[config.mk]
export PLATFORM = sky130hd
export DESIGN_NAME = reg_bus_arbiter
export DESIGN_NICKNAME = d
export VERILOG_FILES = /design/src/rtl/reg_bus_arbiter.sv
export SDC_FILE = /design/constraint.sdc
export NUM_CORES = 1
export LEC_CHECK = 0
export BUFFER_PORTS_ARGS = -buffer_cell sky130_fd_sc_hd__buf_2
export CAP_MARGIN = 10
export CORE_ASPECT_RATIO = 1.75
export CORE_UTILIZATION = 24
export CTS_CLUSTER_DIAMETER = 100
export DETAILED_ROUTE_END_ITERATION = 10
export GPL_TIMING_DRIVEN = 0
export SYNTH_ARGS = -nofsm -noshare
export SYNTH_HDL_FRONTEND = slang
export SYNTH_SLANG_ARGS = --single-unit
[constraint.sdc]
create_clock -name S_AXI_ACLK -period 2.65 [get_ports S_AXI_ACLK]
set_clock_uncertainty 0.2 [all_clocks]
set_input_delay 0.1325 -clock S_AXI_ACLK [delete_from_list [all_inputs] [get_ports S_AXI_ACLK]]
set_output_delay 0.1325 -clock S_AXI_ACLK [all_outputs]
set_load 0.1 [all_outputs]
[src/rtl/reg_bus_arbiter.sv]
// Two-master arbiter for the internal register bus: serialises AXI-Lite (port 0) and DMA sequencer (port 1).
// Define REG_ARB_FIXED_PRIO_EN to replace round-robin with fixed priority (port 0 wins ties).
module reg_bus_arbiter #(
    parameter int AW     = 16,
    parameter int DW     = 32,
    parameter int RD_LAT = 1
) (
    input  logic          S_AXI_ACLK,
    input  logic          S_AXI_ARESETN,
    input  logic          m0_req,
    input  logic          m0_we,
    input  logic [AW-1:0] m0_addr,
    input  logic [DW-1:0] m0_wdata,
    output logic          m0_ack,
    output logic [DW-1:0] m0_rdata,
    input  logic          m1_req,
    input  logic          m1_we,
    input  logic [AW-1:0] m1_addr,
    input  logic [DW-1:0] m1_wdata,
    output logic          m1_ack,
    output logic [DW-1:0] m1_rdata,
    output logic          reg_wr,
    output logic [AW-1:0] reg_waddr,
    output logic [DW-1:0] reg_wdata,
    output logic          reg_rd,
    output logic [AW-1:0] reg_raddr,
    input  logic [DW-1:0] reg_rdata,
    output logic          arb_busy,
    output logic          arb_owner
);

    if (RD_LAT < 1 || RD_LAT > 7) begin : g_rd_lat_check
        $error("reg_bus_arbiter: RD_LAT must be within 1..7");
    end

    localparam logic [2:0] RD_LAT_C = 3'(RD_LAT);

    typedef enum logic [1:0] {
        ST_IDLE  = 2'd0,
        ST_ISSUE = 2'd1,
        ST_WAIT  = 2'd2,
        ST_ACK   = 2'd3
    } state_t;

    state_t        state_r;
    logic          we_r;
    logic [2:0]    cnt_r;
    logic          prio_s;
    logic          win_s;
    logic          any_req_s;
    logic          win_we_s;
    logic [AW-1:0] win_addr_s;
    logic [DW-1:0] win_wdata_s;

`ifdef REG_ARB_FIXED_PRIO_EN
    assign prio_s = 1'b0;
`else
    logic rr_r;
    assign prio_s = rr_r;
`endif

    assign any_req_s = m0_req | m1_req;

    // Winner selection and mux of the winning master's request fields
    always_comb begin
        if (m0_req && m1_req) begin
            win_s = prio_s;
        end else if (m1_req) begin
            win_s = 1'b1;
        end else begin
            win_s = 1'b0;
        end
        if (win_s) begin
            win_we_s    = m1_we;
            win_addr_s  = m1_addr;
            win_wdata_s = m1_wdata;
        end else begin
            win_we_s    = m0_we;
            win_addr_s  = m0_addr;
            win_wdata_s = m0_wdata;
        end
    end

    // Access sequencer; strobes are set on the grant edge so they are high exactly in ISSUE
    always_ff @(posedge S_AXI_ACLK or negedge S_AXI_ARESETN) begin
        if (!S_AXI_ARESETN) begin
            state_r   <= ST_IDLE;
            we_r      <= 1'b0;
            cnt_r     <= 3'd0;
`ifndef REG_ARB_FIXED_PRIO_EN
            rr_r      <= 1'b0;
`endif
            m0_ack    <= 1'b0;
            m1_ack    <= 1'b0;
            m0_rdata  <= '0;
            m1_rdata  <= '0;
            reg_wr    <= 1'b0;
            reg_waddr <= '0;
            reg_wdata <= '0;
            reg_rd    <= 1'b0;
            reg_raddr <= '0;
            arb_busy  <= 1'b0;
            arb_owner <= 1'b0;
        end else begin
            case (state_r)
                ST_IDLE: begin
                    if (any_req_s) begin
                        state_r   <= ST_ISSUE;
                        arb_busy  <= 1'b1;
                        arb_owner <= win_s;
                        we_r      <= win_we_s;
                        if (win_we_s) begin
                            reg_wr    <= 1'b1;
                            reg_waddr <= win_addr_s;
                            reg_wdata <= win_wdata_s;
                        end else begin
                            reg_rd    <= 1'b1;
                            reg_raddr <= win_addr_s;
                        end
                    end
                end
                ST_ISSUE: begin
                    reg_wr <= 1'b0;
                    reg_rd <= 1'b0;
                    if (we_r) begin
                        state_r <= ST_ACK;
                        m0_ack  <= ~arb_owner;
                        m1_ack  <= arb_owner;
                    end else begin
                        state_r <= ST_WAIT;
                        cnt_r   <= 3'd1;
                    end
                end
                ST_WAIT: begin
                    if (cnt_r == RD_LAT_C) begin
                        if (arb_owner) begin
                            m1_rdata <= reg_rdata;
                        end else begin
                            m0_rdata <= reg_rdata;
                        end
                        state_r <= ST_ACK;
                        cnt_r   <= 3'd0;
                        m0_ack  <= ~arb_owner;
                        m1_ack  <= arb_owner;
                    end else begin
                        cnt_r <= cnt_r + 3'd1;
                    end
                end
                ST_ACK: begin
                    m0_ack   <= 1'b0;
                    m1_ack   <= 1'b0;
                    arb_busy <= 1'b0;
`ifndef REG_ARB_FIXED_PRIO_EN
                    rr_r     <= ~arb_owner;
`endif
                    state_r  <= ST_IDLE;
                end
                default: begin
                    state_r  <= ST_IDLE;
                    m0_ack   <= 1'b0;
                    m1_ack   <= 1'b0;
                    reg_wr   <= 1'b0;
                    reg_rd   <= 1'b0;
                    arb_busy <= 1'b0;
                    cnt_r    <= 3'd0;
                end
            endcase
        end
    end

endmodule

# After elaboration in Yosys (flattened, before gate mapping)
# Cells that the tools add are included.
# W data, S select, Z words.
# classes
reduce_logical,17
bitwise,3
n_mux,26
n_addsub,1
eq_ne,10
# op_table
operator,n
$mux W32,1
$reduce_and A3 Y1,7
$mux W16,1
$mux W1,13
$ne A2 B2 Y1 const B,6
$pmux W2 S4,1
$reduce_and A2 Y1,4
$mux W3,2
$pmux W1 S2,3
$pmux W1 S3,2
$pmux W3 S2,1
$reduce_bool A2 Y1,3
$eq A2 B2 Y1 const B,2
$mux W2,2
$add A3 B1 Y3 const B,1
$eq A3 B1 Y1 const B,1
$reduce_bool A3 Y1,1
$eq A2 B1 Y1 const B,1
$logic_not A2 Y1,1
$not A1 Y1,2
$logic_and A1 B1 Y1,1
$or A1 B1 Y1,1
# totals
word_cells,72
ff_bits,141
out_inout_bits,134

# Logic depth before layout (Yosys ltp)
# Gate-level depths: netlist of the first run.
# depth
ltp_word,6
ltp_mapped,7

# Least setup slack after synthesis of the first run
# No wires, ideal clock.
# synth_path
path_kind,register to register
start,register arb_owner
end,register m1_rdata[6]
path_slack_ps,530
t_arrival_ps,1792
path_buffers,1
required_time_ps,2322
path_stages_with_launch,4
path_cell_list,dfrtp_1 -> nand3_2 -> buf_2 -> mux2_1
# synth_between
elab_chain_cells,1
# synth_lines
item,line,source
"start, declared",29,output logic arb_owner
"start signal, assigned",110,arb_owner <= win_s;
$reduce_and A3 Y1 (no source line),-,
"end signal, assigned",137,m1_rdata <= reg_rdata;
"end, declared",21,"output logic [DW-1:0] m1_rdata,"
# No other way between the ends.
# A chain may end at the register's enable or synchronous reset.

# Worst setup path in the final report of the first run
# layout_path
start,register rr_r (netlist: prio_s)
end,register reg_wdata[15]
# layout_between
elab_chain_cells,3
# layout_lines
item,line,source
"start, declared",58,logic rr_r;
"start signal, assigned",154,rr_r <= ~arb_owner;
$mux W1 (*),66,if (m0_req && m1_req) begin
$mux W1,73,if (win_s) begin
$reduce_and A3 Y1 (no source line),-,
"end signal, assigned",115,reg_wdata <= win_wdata_s;
"end, declared",24,"output logic [DW-1:0] reg_wdata,"
# Every way passes the cells marked *; elsewhere a longest branch is shown, timed or not.

==> out/metrics.cfg, run 1 <==
[outcome]
status=finished, final reports clean

[finish]
drive_gt1_share_pct=46.8
syn2layout_area_growth_pct=60.6
finalNetCount=995
antenna_cells=0
final_common_cell=buf_2
seq_area_um2=3530
multiInputGateArea_um2=2350
layoutNonFillerInstCount=1181
layout_common_cells=273 x buf_2, 141 x dfrtp_1, 132 x dlygate4sd3_1
nFillCells=2384

[setup_path]
worst-path-buf-inv=3
cp-end-kind=flip-flop
rr_endpoint=reg_wdata[15]
worstReg2RegStart=prio_s
cpMaxStageDelayCell=dlygate4sd3_1
ff2ff_setup_slack_ns=0.13
cp_data_required_time_ns=2.73
worstPathCellList=nand2b_2 -> nand2_1 -> buf_4 -> clkbuf_4 -> mux2i_1 -> dlygate4sd3_1 -> a31oi_1
crit_path_max_fanout=10
reg2reg_depth=7
critPathTopFamily=buffers and inverters
critical_path_arrival_ns=2.60
crit_type=flip-flop to flip-flop
start_kind=flip-flop
max_stage_delay_ns=0.58

[logic_synthesis]
ys_seq_area_share_pct=58.1
synth_top_family_by_area=multiplexers
ys_ff_latch=141
synth_area_leaders=dfrtp_1 58%, mux2_2 15%, mux2_1 6.1%
ys_types=34
synth-simple-area-share_pct=2.74
synth_compound_area_share_pct=8.16
syn_nets=576
yosysTopAreaCellShare_pct=58.1
synth_xor_area_share_pct=0
synthCells=438
netlist_area_um2=6070
syn_area_per_cell_um2=13.9
synth.area.mux_share_pct=26.9
synth_top_area_cell=dfrtp_1
ys_warn_count=0
synth-adder-area-share_pct=0.825

[placed_design]
gp_congestion=0.731
portBuffers=267
dpl.hpwl_um=12000
dpl.cell_count=1018

[cts]
clkTransAtPathRegs_ns=0.06
cts_buffers=17
post_cts_buffers=0
cts.sinks=141
htreeDepth=4
cts_tree=built
cts_root_buffer=clkbuf_16
clkLatencyLatePin_ns=0.42
clk_path_buf_depth=2

[detailed_routing]
ant_nets=0
viasPerCell=4.44
drt-pass1-iter-count=4
route.met2.wl_um=9610
drt-met1-wl_um=6450
dr_wl_met3_um=966
drt_iter0_markers=177
top_layer_used=met4
drcViolationCount=0
routed-via-count=5243
routed_wl_um=17600
wire_per_inst_um=14.9

[global_routing]
grt_pass1_vias=5538
grt_util_all_layers_pct=13.8
grt_antenna_before_repair=0
grt_max_degree=88
grt_overflow=0
grt_pass1_wl_um=27500

[timing]
slew-limit-headroom_pct=63.6
period_needed_ns=2.52
finalCritPeriodShare_pct=95.0
tightest_slew_ns=0.545
finalSetupTns_ns=0
setup_viol=0
hold_viol=0
rsz0062_at_grt=no
slew_violations=0
fmax_ghz=0.397

[floorplanning]
start_util_pct=24.5
die_x_um=122
core_um2=24700
pin_count=268
die_area_um2=26000
rows=76
die_h_um=212

[worst_hold_path]
hold_class=input port to async pin

[run]
drv_cap=0

==> through the flow <==
stage	worst slack [ns]	hold WS (ns)	util [%]	cell area, um^2
3_5_place_dp	0.223	-0.0670	31.7	7830
5_1_grt	0.0210	0.0413	39.4	9750
2_1_floorplan	0.530	-0.363	-	6070
6_report	0.132	0.0288	39.4	9750
3_3_place_gp	-0.902	0.165	31.5	7800
4_1_cts	0.0473	0.0228	39.4	9740
==> kinds of logic after synthesis <==
kind of cell    after synthesis
fa+ha+maj                     4
mux                         149
buf+inv                      34
flops                       141
simple gates                 30
compound gates               80
==> cell type report <==
type	count	share of cell area, %
clock inverters	9	1.10
multi-input cells	263	24.1
inverters	6	0.231
flip-flops and latches	141	36.2
repair buffers	400	27.6
well taps	312	4.01
plain buffers	28	1.78
clock buffers	22	4.97
==> worst register-to-register path, cell delays in order (launching register included) <==
cell           delay [ns]
dfrtp_1              0.40
nand2b_2             0.21
nand2_1              0.14
buf_4                0.24
clkbuf_4             0.30
mux2i_1              0.22
dlygate4sd3_1        0.58
a31oi_1              0.09
==> synth_stat cells <==
master	number
mux2_2	82
mux2i_1	34
nand3_2	1
a221o_1	2
nor3_1	1
clkbuf_1	8
nor3b_2	1
inv_1	6
dfrtp_1	141
a22o_1	2
ha_1	4
a21boi_2	1
o21a_1	3
nand3b_1	1
a31oi_1	33
mux2_1	33
nor3b_1	1
nor2_1	6
nor2_4	1
o32a_1	1
clkbuf_4	1
nor2b_1	4
nand2_1	9
nand2_2	2
a21oi_1	32
a32o_2	2
o21ai_0	3
nand2b_2	1
buf_6	5
nand3_1	2
buf_4	4
buf_2	8
buf_1	2
a32o_1	1
==> repair_timing <==
| action | 4_1_cts | 5_1_grt |
|---|---|---|
| gates resized for setup | 0 | 1 |
| hold endpoints to repair | 243 | 0 |
| setup endpoints to repair | 0 | 3 |
| hold buffers | 132 | 0 |
==> layer usage <==
layer	vias up	track usage, %
met1	2587	14.0
met5	-	0
met3	35	3.73
met4	0	7.06
met2	183	25.3
li1	2438	-
==> registers in the layout, indices dropped and copies added, names as in the netlist, 2 cells and up <==
name       flops
reg_waddr     16
reg_wdata     32
cnt_r          3
m0_rdata      32
state_r        2
m1_rdata      32
reg_raddr     16
==> how the worst max path moves through the flow <==
stage                        from             to  slack [ns]  cells after the start
floorplan               arb_owner    m1_rdata[6]        0.53                      3
finish                     prio_s  reg_wdata[15]        0.13                      7
detailed placement     state_r[0]  reg_wdata[24]        0.22                      6
global placement    S_AXI_ARESETN  reg_wdata[18]       -0.90                      1
CTS                        prio_s   reg_waddr[3]        0.05                      6
global route               prio_s  reg_wdata[20]        0.02                      7
Power of run 1 is not shown: default switching activity piles up to over one toggle a cycle in this logic, so the estimate is an artifact.
==> inputs of run 2 (changes only) <==
- CORE_ASPECT_RATIO: 1.75 -> 0.5
==> run 2 against run 1 <==
Global-route usage increased by 0.71 points. Wire length increased by 4.4%. First-iteration DRC count increased by 18%.
==> out/metrics.cfg, run 2 (synthesized netlist as in run 1, its figures left out) <==
[outcome]
status=finished, final reports clean  ; unchanged

[detailed_routing]
routed-via-count=5154  ; was 5,243
drt_iter0_markers=208  ; was 177
ant_nets=0  ; unchanged
wire_per_inst_um=15.2  ; was 14.9 um
drcViolationCount=0  ; unchanged
routed_wl_um=18400  ; was 17,600 um
viasPerCell=4.27  ; was 4.44
drt-pass1-iter-count=4  ; unchanged

[cts]
clkLatencyLatePin_ns=0.42  ; about the same
htreeDepth=4  ; unchanged
cts_tree=built  ; unchanged
clk_path_buf_depth=2  ; unchanged
post_cts_buffers=0  ; unchanged
clkTransAtPathRegs_ns=0.06  ; about the same
cts.sinks=141  ; unchanged
cts_root_buffer=clkbuf_16  ; unchanged
cts_buffers=17  ; unchanged

[timing]
finalCritPeriodShare_pct=96.0  ; was 95.0%
tightest_slew_ns=0.690  ; was 0.545 ns
slew-limit-headroom_pct=54.0  ; was 63.6%
fmax_ghz=0.393  ; was 0.397 GHz
hold-worst-slack_ns=0.0444  ; was 0.0288 ns
period_needed_ns=2.55  ; was 2.52 ns
slew_violations=0  ; unchanged
setup_viol=0  ; unchanged
hold_viol=0  ; unchanged

[finish]
final_common_cell=buf_2  ; unchanged
antenna_cells=0  ; unchanged
seq_area_um2=3530  ; unchanged
syn2layout_area_growth_pct=61.4  ; was 60.6%
reg_top3=m0_rdata: 32 flops, m1_rdata: 32 flops, reg_wdata: 32 flops  ; unchanged
drive_gt1_share_pct=46.8  ; about the same
multiInputGateArea_um2=2350  ; unchanged
finalNetCount=995  ; unchanged
layout_common_cells=273 x buf_2, 141 x dfrtp_1, 132 x dlygate4sd3_1  ; unchanged
nFillCells=2376  ; was 2,384

[setup_path]
cp-end-kind=flip-flop  ; unchanged
critPathTopFamily=buffers and inverters  ; unchanged
worst-path-buf-inv=2  ; was 3
path_common_cell=mux2_2
crit_type=flip-flop to flip-flop  ; unchanged
cpMaxStageDelayCell=dlygate4sd3_1  ; unchanged
crit_path_max_fanout=10  ; unchanged
critical_path_arrival_ns=2.65  ; was 2.60 ns
start_kind=flip-flop  ; unchanged
max_stage_delay_ns=0.59  ; was 0.58 ns
worstPathCellList=nand2b_2 -> nand2_1 -> clkbuf_4 -> mux2_2 -> dlygate4sd3_1 -> mux2_2  ; was nand2b_2 -> nand2_1 -> buf_4 -> clkbuf_4 -> mux2i_1 -> dlygate4sd3_1 -> a31oi_1
cp_data_required_time_ns=2.76  ; was 2.73 ns

[placed_design]
gp_congestion=0.797  ; was 0.731
portBuffers=267  ; unchanged
dpl.hpwl_um=12900  ; was 12,000 um

[floorplanning]
start_util_pct=24.9  ; was 24.5%
die_h_um=114  ; was 212 um
die_area_um2=26000  ; about the same
core_um2=24400  ; was 24,700 um^2
rows=40  ; was 76
die_x_um=227  ; was 122 um
pin_count=268  ; unchanged

[run]
drv_cap=0  ; unchanged

[global_routing]
grt_overflow=0  ; unchanged
grt_pass1_wl_um=28900  ; was 27,500 um
grt_util_all_layers_pct=14.5  ; was 13.8%
grt_antenna_before_repair=0  ; unchanged
grt_pass1_vias=5637  ; was 5,538
grt_max_degree=75  ; was 88

[worst_hold_path]
hold_class=input port to flip-flop  ; was input port to async pin

## run 2: cell count changes in the layout (fill, tap and decap cells not counted)
cell,previous run,this run
buf_4,4,3
clkbuf_1,9,10
clkinv_4,0,3
clkinv_2,3,2
inv_6,2,3
clkbuf_8,4,1
clkinvlp_4,2,1
buf_6,6,7
bufinv_16,2,3
## run 2: area by class of cell
cell class | instances | area share (%)
Buffer | 28 | 1.81
Tap cell | 336 | 4.29
Multi-Input combinational cell | 263 | 24.0
Timing Repair Buffer | 400 | 27.5
Clock inverter | 12 | 1.64
Clock buffer | 20 | 4.56
Inverter | 6 | 0.230
Sequential cell | 141 | 36.0
## run 2: metrics by stage
step	cells	instance area, um^2	worst slack [ns]	setup TNS, ns	utilization, %
floorplan	438	6070	0.530	0	-
global placement	1041	7830	-0.734	-102.08	32.0
detailed placement	1042	7860	0.206	0	32.2
CTS	1206	9790	0.0544	0	40.1
global route	1206	9790	-0.000427	-0.000427	40.1
finish	1206	9790	0.105	0	40.1
## run 2: final timing paths
path | startpoint | cells past startpoint | to | slack [ns]
min in group asynchronous | S_AXI_ARESETN | 2 | m1_rdata[9] | 0.12
worst max register to register | prio_s | 6 | reg_raddr[6] | 0.10
max in group asynchronous | S_AXI_ARESETN | 3 | reg_wdata[20] | 1.34
worst min register to register | m0_rdata[28] | 1 | m0_rdata[28] | 0.28
worst max-delay path | prio_s | 6 | reg_raddr[6] | 0.10
worst min-delay path | m1_we | 4 | reg_rd | 0.04
## run 2: worst register-to-register path, stage by stage, from the launching register on
cell and delay (ns):
dfrtp_1 0.41, nand2b_2 0.22, nand2_1 0.14, clkbuf_4 0.25, mux2_2 0.35, dlygate4sd3_1 0.59
mux2_2 0.28
## run 2: what timing repair did
action / 4_1_cts / 5_1_grt
endpoints found under the hold margin: 205 / 0
hold buffers: 132 / 0
gates resized for setup: 0 / 2
setup endpoints to repair: 0 / 4
## run 2: per-layer routing
layer / GRT usage (%) / vias up / wire [um]
met5: 0 / - / 0
met2: 26.8 / 90 / 9940
met4: 6.22 / 0 / 490
li1: - / 2448 / -
met3: 3.64 / 34 / 529
met1: 15.8 / 2582 / 7420
Power of run 2 is left out for the same reason.
==> inputs of run 3 (changes only) <==
- ABC_AREA: not set -> 1
==> run 3 against run 2 <==
Via count is 25% higher. Non-clock buffer count is 8 higher. Synthesized cell count is 72% higher. Setup slack better by 0.11 ns. Wire length is 16% higher. Design area hardly changed. Sequential share of layout area hardly changed. Largest cell class unchanged.
==> out/metrics.cfg, run 3 <==
[outcome]
status=finished, final reports clean  ; unchanged

[cts]
cts.sinks=141  ; unchanged
cts_root_buffer=clkbuf_16  ; unchanged
clkLatencyLatePin_ns=0.41  ; was 0.42 ns
post_cts_buffers=0  ; unchanged
htreeDepth=4  ; unchanged
cts_buffers=17  ; unchanged
cts_tree=built  ; unchanged
clkTransAtPathRegs_ns=0.06  ; about the same
clk_path_buf_depth=2  ; unchanged

[finish]
reg_top3=m0_rdata: 32 flops, m1_rdata: 32 flops, reg_wdata: 32 flops  ; unchanged
nFillCells=2451  ; was 2,376
drive_gt1_share_pct=27.3  ; was 46.8%
finalNetCount=1312  ; was 995
syn2layout_area_growth_pct=61.4  ; about the same
layout_common_cells=378 x nand2_1, 279 x buf_2, 141 x dfrtp_1  ; was 273 x buf_2, 141 x dfrtp_1, 132 x dlygate4sd3_1
final_common_cell=nand2_1  ; was buf_2

[floorplanning]
core_um2=24400  ; unchanged
die_x_um=227  ; about the same
die_h_um=114  ; about the same
pin_count=268  ; unchanged
die_area_um2=26000  ; about the same
rows=40  ; unchanged
start_util_pct=24.9  ; about the same

[setup_path]
crit_type=input port to flip-flop  ; was flip-flop to flip-flop
cpMaxStageDelayCell=dlygate4sd3_1  ; unchanged
critPathTopFamily=buffers and inverters  ; unchanged
worstPathCellList=dlygate4sd3_1 -> buf_2 -> nand2_1 -> nand2_1 -> inv_1 -> buf_2 -> buf_4 -> nand2_1 -> nand2_1 -> dlygate4sd3_1 -> nand2_1 -> nand2_1  ; was nand2b_2 -> nand2_1 -> clkbuf_4 -> mux2_2 -> dlygate4sd3_1 -> mux2_2
start_kind=input port  ; was flip-flop
path_common_cell=nand2_1  ; was mux2_2
ff2ff_setup_slack_ns=0.23  ; was 0.10 ns
max_stage_delay_ns=0.56  ; was 0.59 ns
critical_path_arrival_ns=2.58  ; was 2.65 ns
cp_data_required_time_ns=2.80  ; was 2.76 ns
crit_path_max_fanout=10  ; unchanged
worst-path-buf-inv=6  ; was 2
cp-end-kind=flip-flop  ; unchanged

[logic_synthesis]
synth_compound_area_share_pct=7.85  ; was 8.16%
async_reset_ff_share_pct=100  ; unchanged
synth_top_area_cell=dfrtp_1  ; unchanged
synth_edf_count=0  ; unchanged
yosysTopAreaCellShare_pct=58.1  ; about the same
synth-adder-area-share_pct=0.824  ; was 0.825%
synthCells=755  ; was 438
ys_types=17  ; was 34
syn_area_per_cell_um2=8.04  ; was 13.9 um^2
ys_warn_count=0  ; unchanged
synth_top_family_by_area=simple AND/OR/NAND/NOR gates  ; was multiplexers
synth_top_cells_by_count=378 x nand2_1, 141 x dfrtp_1, 74 x o21ai_0  ; was 141 x dfrtp_1, 82 x mux2_2, 34 x mux2i_1
syn_nets=893  ; was 576
ys_seq_area_share_pct=58.1  ; about the same
synth.area.mux_share_pct=0  ; was 26.9%
synth_area_leaders=dfrtp_1 58%, nand2_1 23%, o21ai_0 6.1%  ; was dfrtp_1 58%, mux2_2 15%, mux2_1 6.1%
synth_flop_cell=dfrtp_1  ; unchanged
ys_ff_latch=141  ; unchanged
netlist_area_um2=6070  ; about the same
synth-simple-area-share_pct=26.0  ; was 2.74%
synth_xor_area_share_pct=0  ; unchanged
yosysMostFrequentCell=nand2_1  ; was dfrtp_1

[placed_design]
dpl_worst_slack_ns=0.480  ; was 0.206 ns
gp_congestion=0.889  ; was 0.797
portBuffers=267  ; unchanged
dpl.hpwl_um=14800  ; was 12,900 um

[global_routing]
grt_overflow=0  ; unchanged
grt_util_all_layers_pct=16.7  ; was 14.5%
grt_antenna_before_repair=1  ; was 0
grt_pass1_wl_um=33600  ; was 28,900 um
grt_pass1_vias=6702  ; was 5,637
grt_max_degree=94  ; was 75

[detailed_routing]
routed_wl_um=21200  ; was 18,400 um
wire_per_inst_um=13.9  ; was 15.2 um
ant_nets=0  ; unchanged
drt-pass1-iter-count=5  ; was 4
routed-via-count=6452  ; was 5,154
drt_iter0_markers=361  ; was 208
drcViolationCount=0  ; unchanged
viasPerCell=4.23  ; was 4.27

[timing]
tightest_slew_ns=0.582  ; was 0.690 ns
setup_slack_ns=0.214  ; was 0.105 ns
rsz0062_at_grt=no
slew_violations=0  ; unchanged
setup_viol=0  ; unchanged
finalCritPeriodShare_pct=91.9  ; was 96.0%
fmax_ghz=0.410  ; was 0.393 GHz
hold-worst-slack_ns=0.0182  ; was 0.0444 ns
period_needed_ns=2.44  ; was 2.55 ns
slew-limit-headroom_pct=61.2  ; was 54.0%
hold_viol=0  ; unchanged

[worst_hold_path]
hold_class=input port to async pin  ; was input port to flip-flop

[run]
drv_cap=0  ; unchanged

-- run 3: path summary, 6_finish.rpt --
check / start / end / cells past startpoint
max: m0_req / reg_wdata[26] / 12
max in group asynchronous: S_AXI_ARESETN / reg_raddr[4] / 3
max reg2reg: prio_s / reg_wdata[13] / 10
min: S_AXI_ARESETN / m0_rdata[30] / 2
min in group S_AXI_ACLK: m1_we / reg_rd / 6
min reg2reg: reg_waddr[15] / reg_waddr[15] / 2
-- run 3: layout make-up --
| type | count | area (um^2) | area share (%) |
|---|---|---|---|
| clock inverters | 11 | 140 | 1.43 |
| multi-input cells | 508 | 2100 | 21.5 |
| repair buffers | 400 | 2690 | 27.5 |
| flip-flops and latches | 141 | 3530 | 36.0 |
| inverters | 70 | 263 | 2.68 |
| clock buffers | 21 | 470 | 4.80 |
| well taps | 336 | 420 | 4.29 |
| diodes | 1 | 2.50 | 0.0255 |
| plain buffers | 36 | 179 | 1.83 |
-- run 3: kinds of logic (layout without fill, tap and decap cells) --
group | count (synthesis) | in the layout
AO/OA/AOI/OAI | 95 | 95
buffers and inverters | 106 | 538
other | 0 | 1
AND/OR/NAND/NOR | 409 | 409
flip-flops | 141 | 141
adder cells (fa/ha/maj) | 4 | 4
-- run 3: per-stage QoR --
step | utilization [%] | setup TNS, ns | std cells | area [um^2]
CTS | 40.1 | 0 | 1523 | 9800
global placement | 32.1 | -102.13 | 1358 | 7830
detailed placement | 32.2 | 0 | 1359 | 7860
global route | 40.1 | 0 | 1524 | 9800
finish | 40.1 | 0 | 1524 | 9800
floorplan | - | 0 | 755 | 6070
-- run 3: timing repair --
action	in CTS	in global routing
gates resized for setup	0	2
endpoints found under the hold margin	274	0
endpoints found under the setup margin	0	1
hold buffers	132	0
-- run 3: worst reg2reg max path, cell delays in order, from the launching register on --
cell           delay, ns
dfrtp_1             0.38
inv_1               0.06
nand2_1             0.07
nand2_1             0.22
buf_2               0.30
buf_2               0.27
nand2_1             0.10
nand2_1             0.09
dlygate4sd3_1       0.56
nand2_1             0.06
nand2_1             0.06
-- run 3: per-layer routing --
metal / wire [um] / global-route usage [%] / vias up
li1: - / - / 3134
met5: 0 / 0 / -
met4: 733 / 8.99 / 0
met1: 8830 / 19.5 / 3088
met2: 11000 / 29.2 / 174
met3: 645 / 3.05 / 56
Power of run 3 is left out for the same reason.
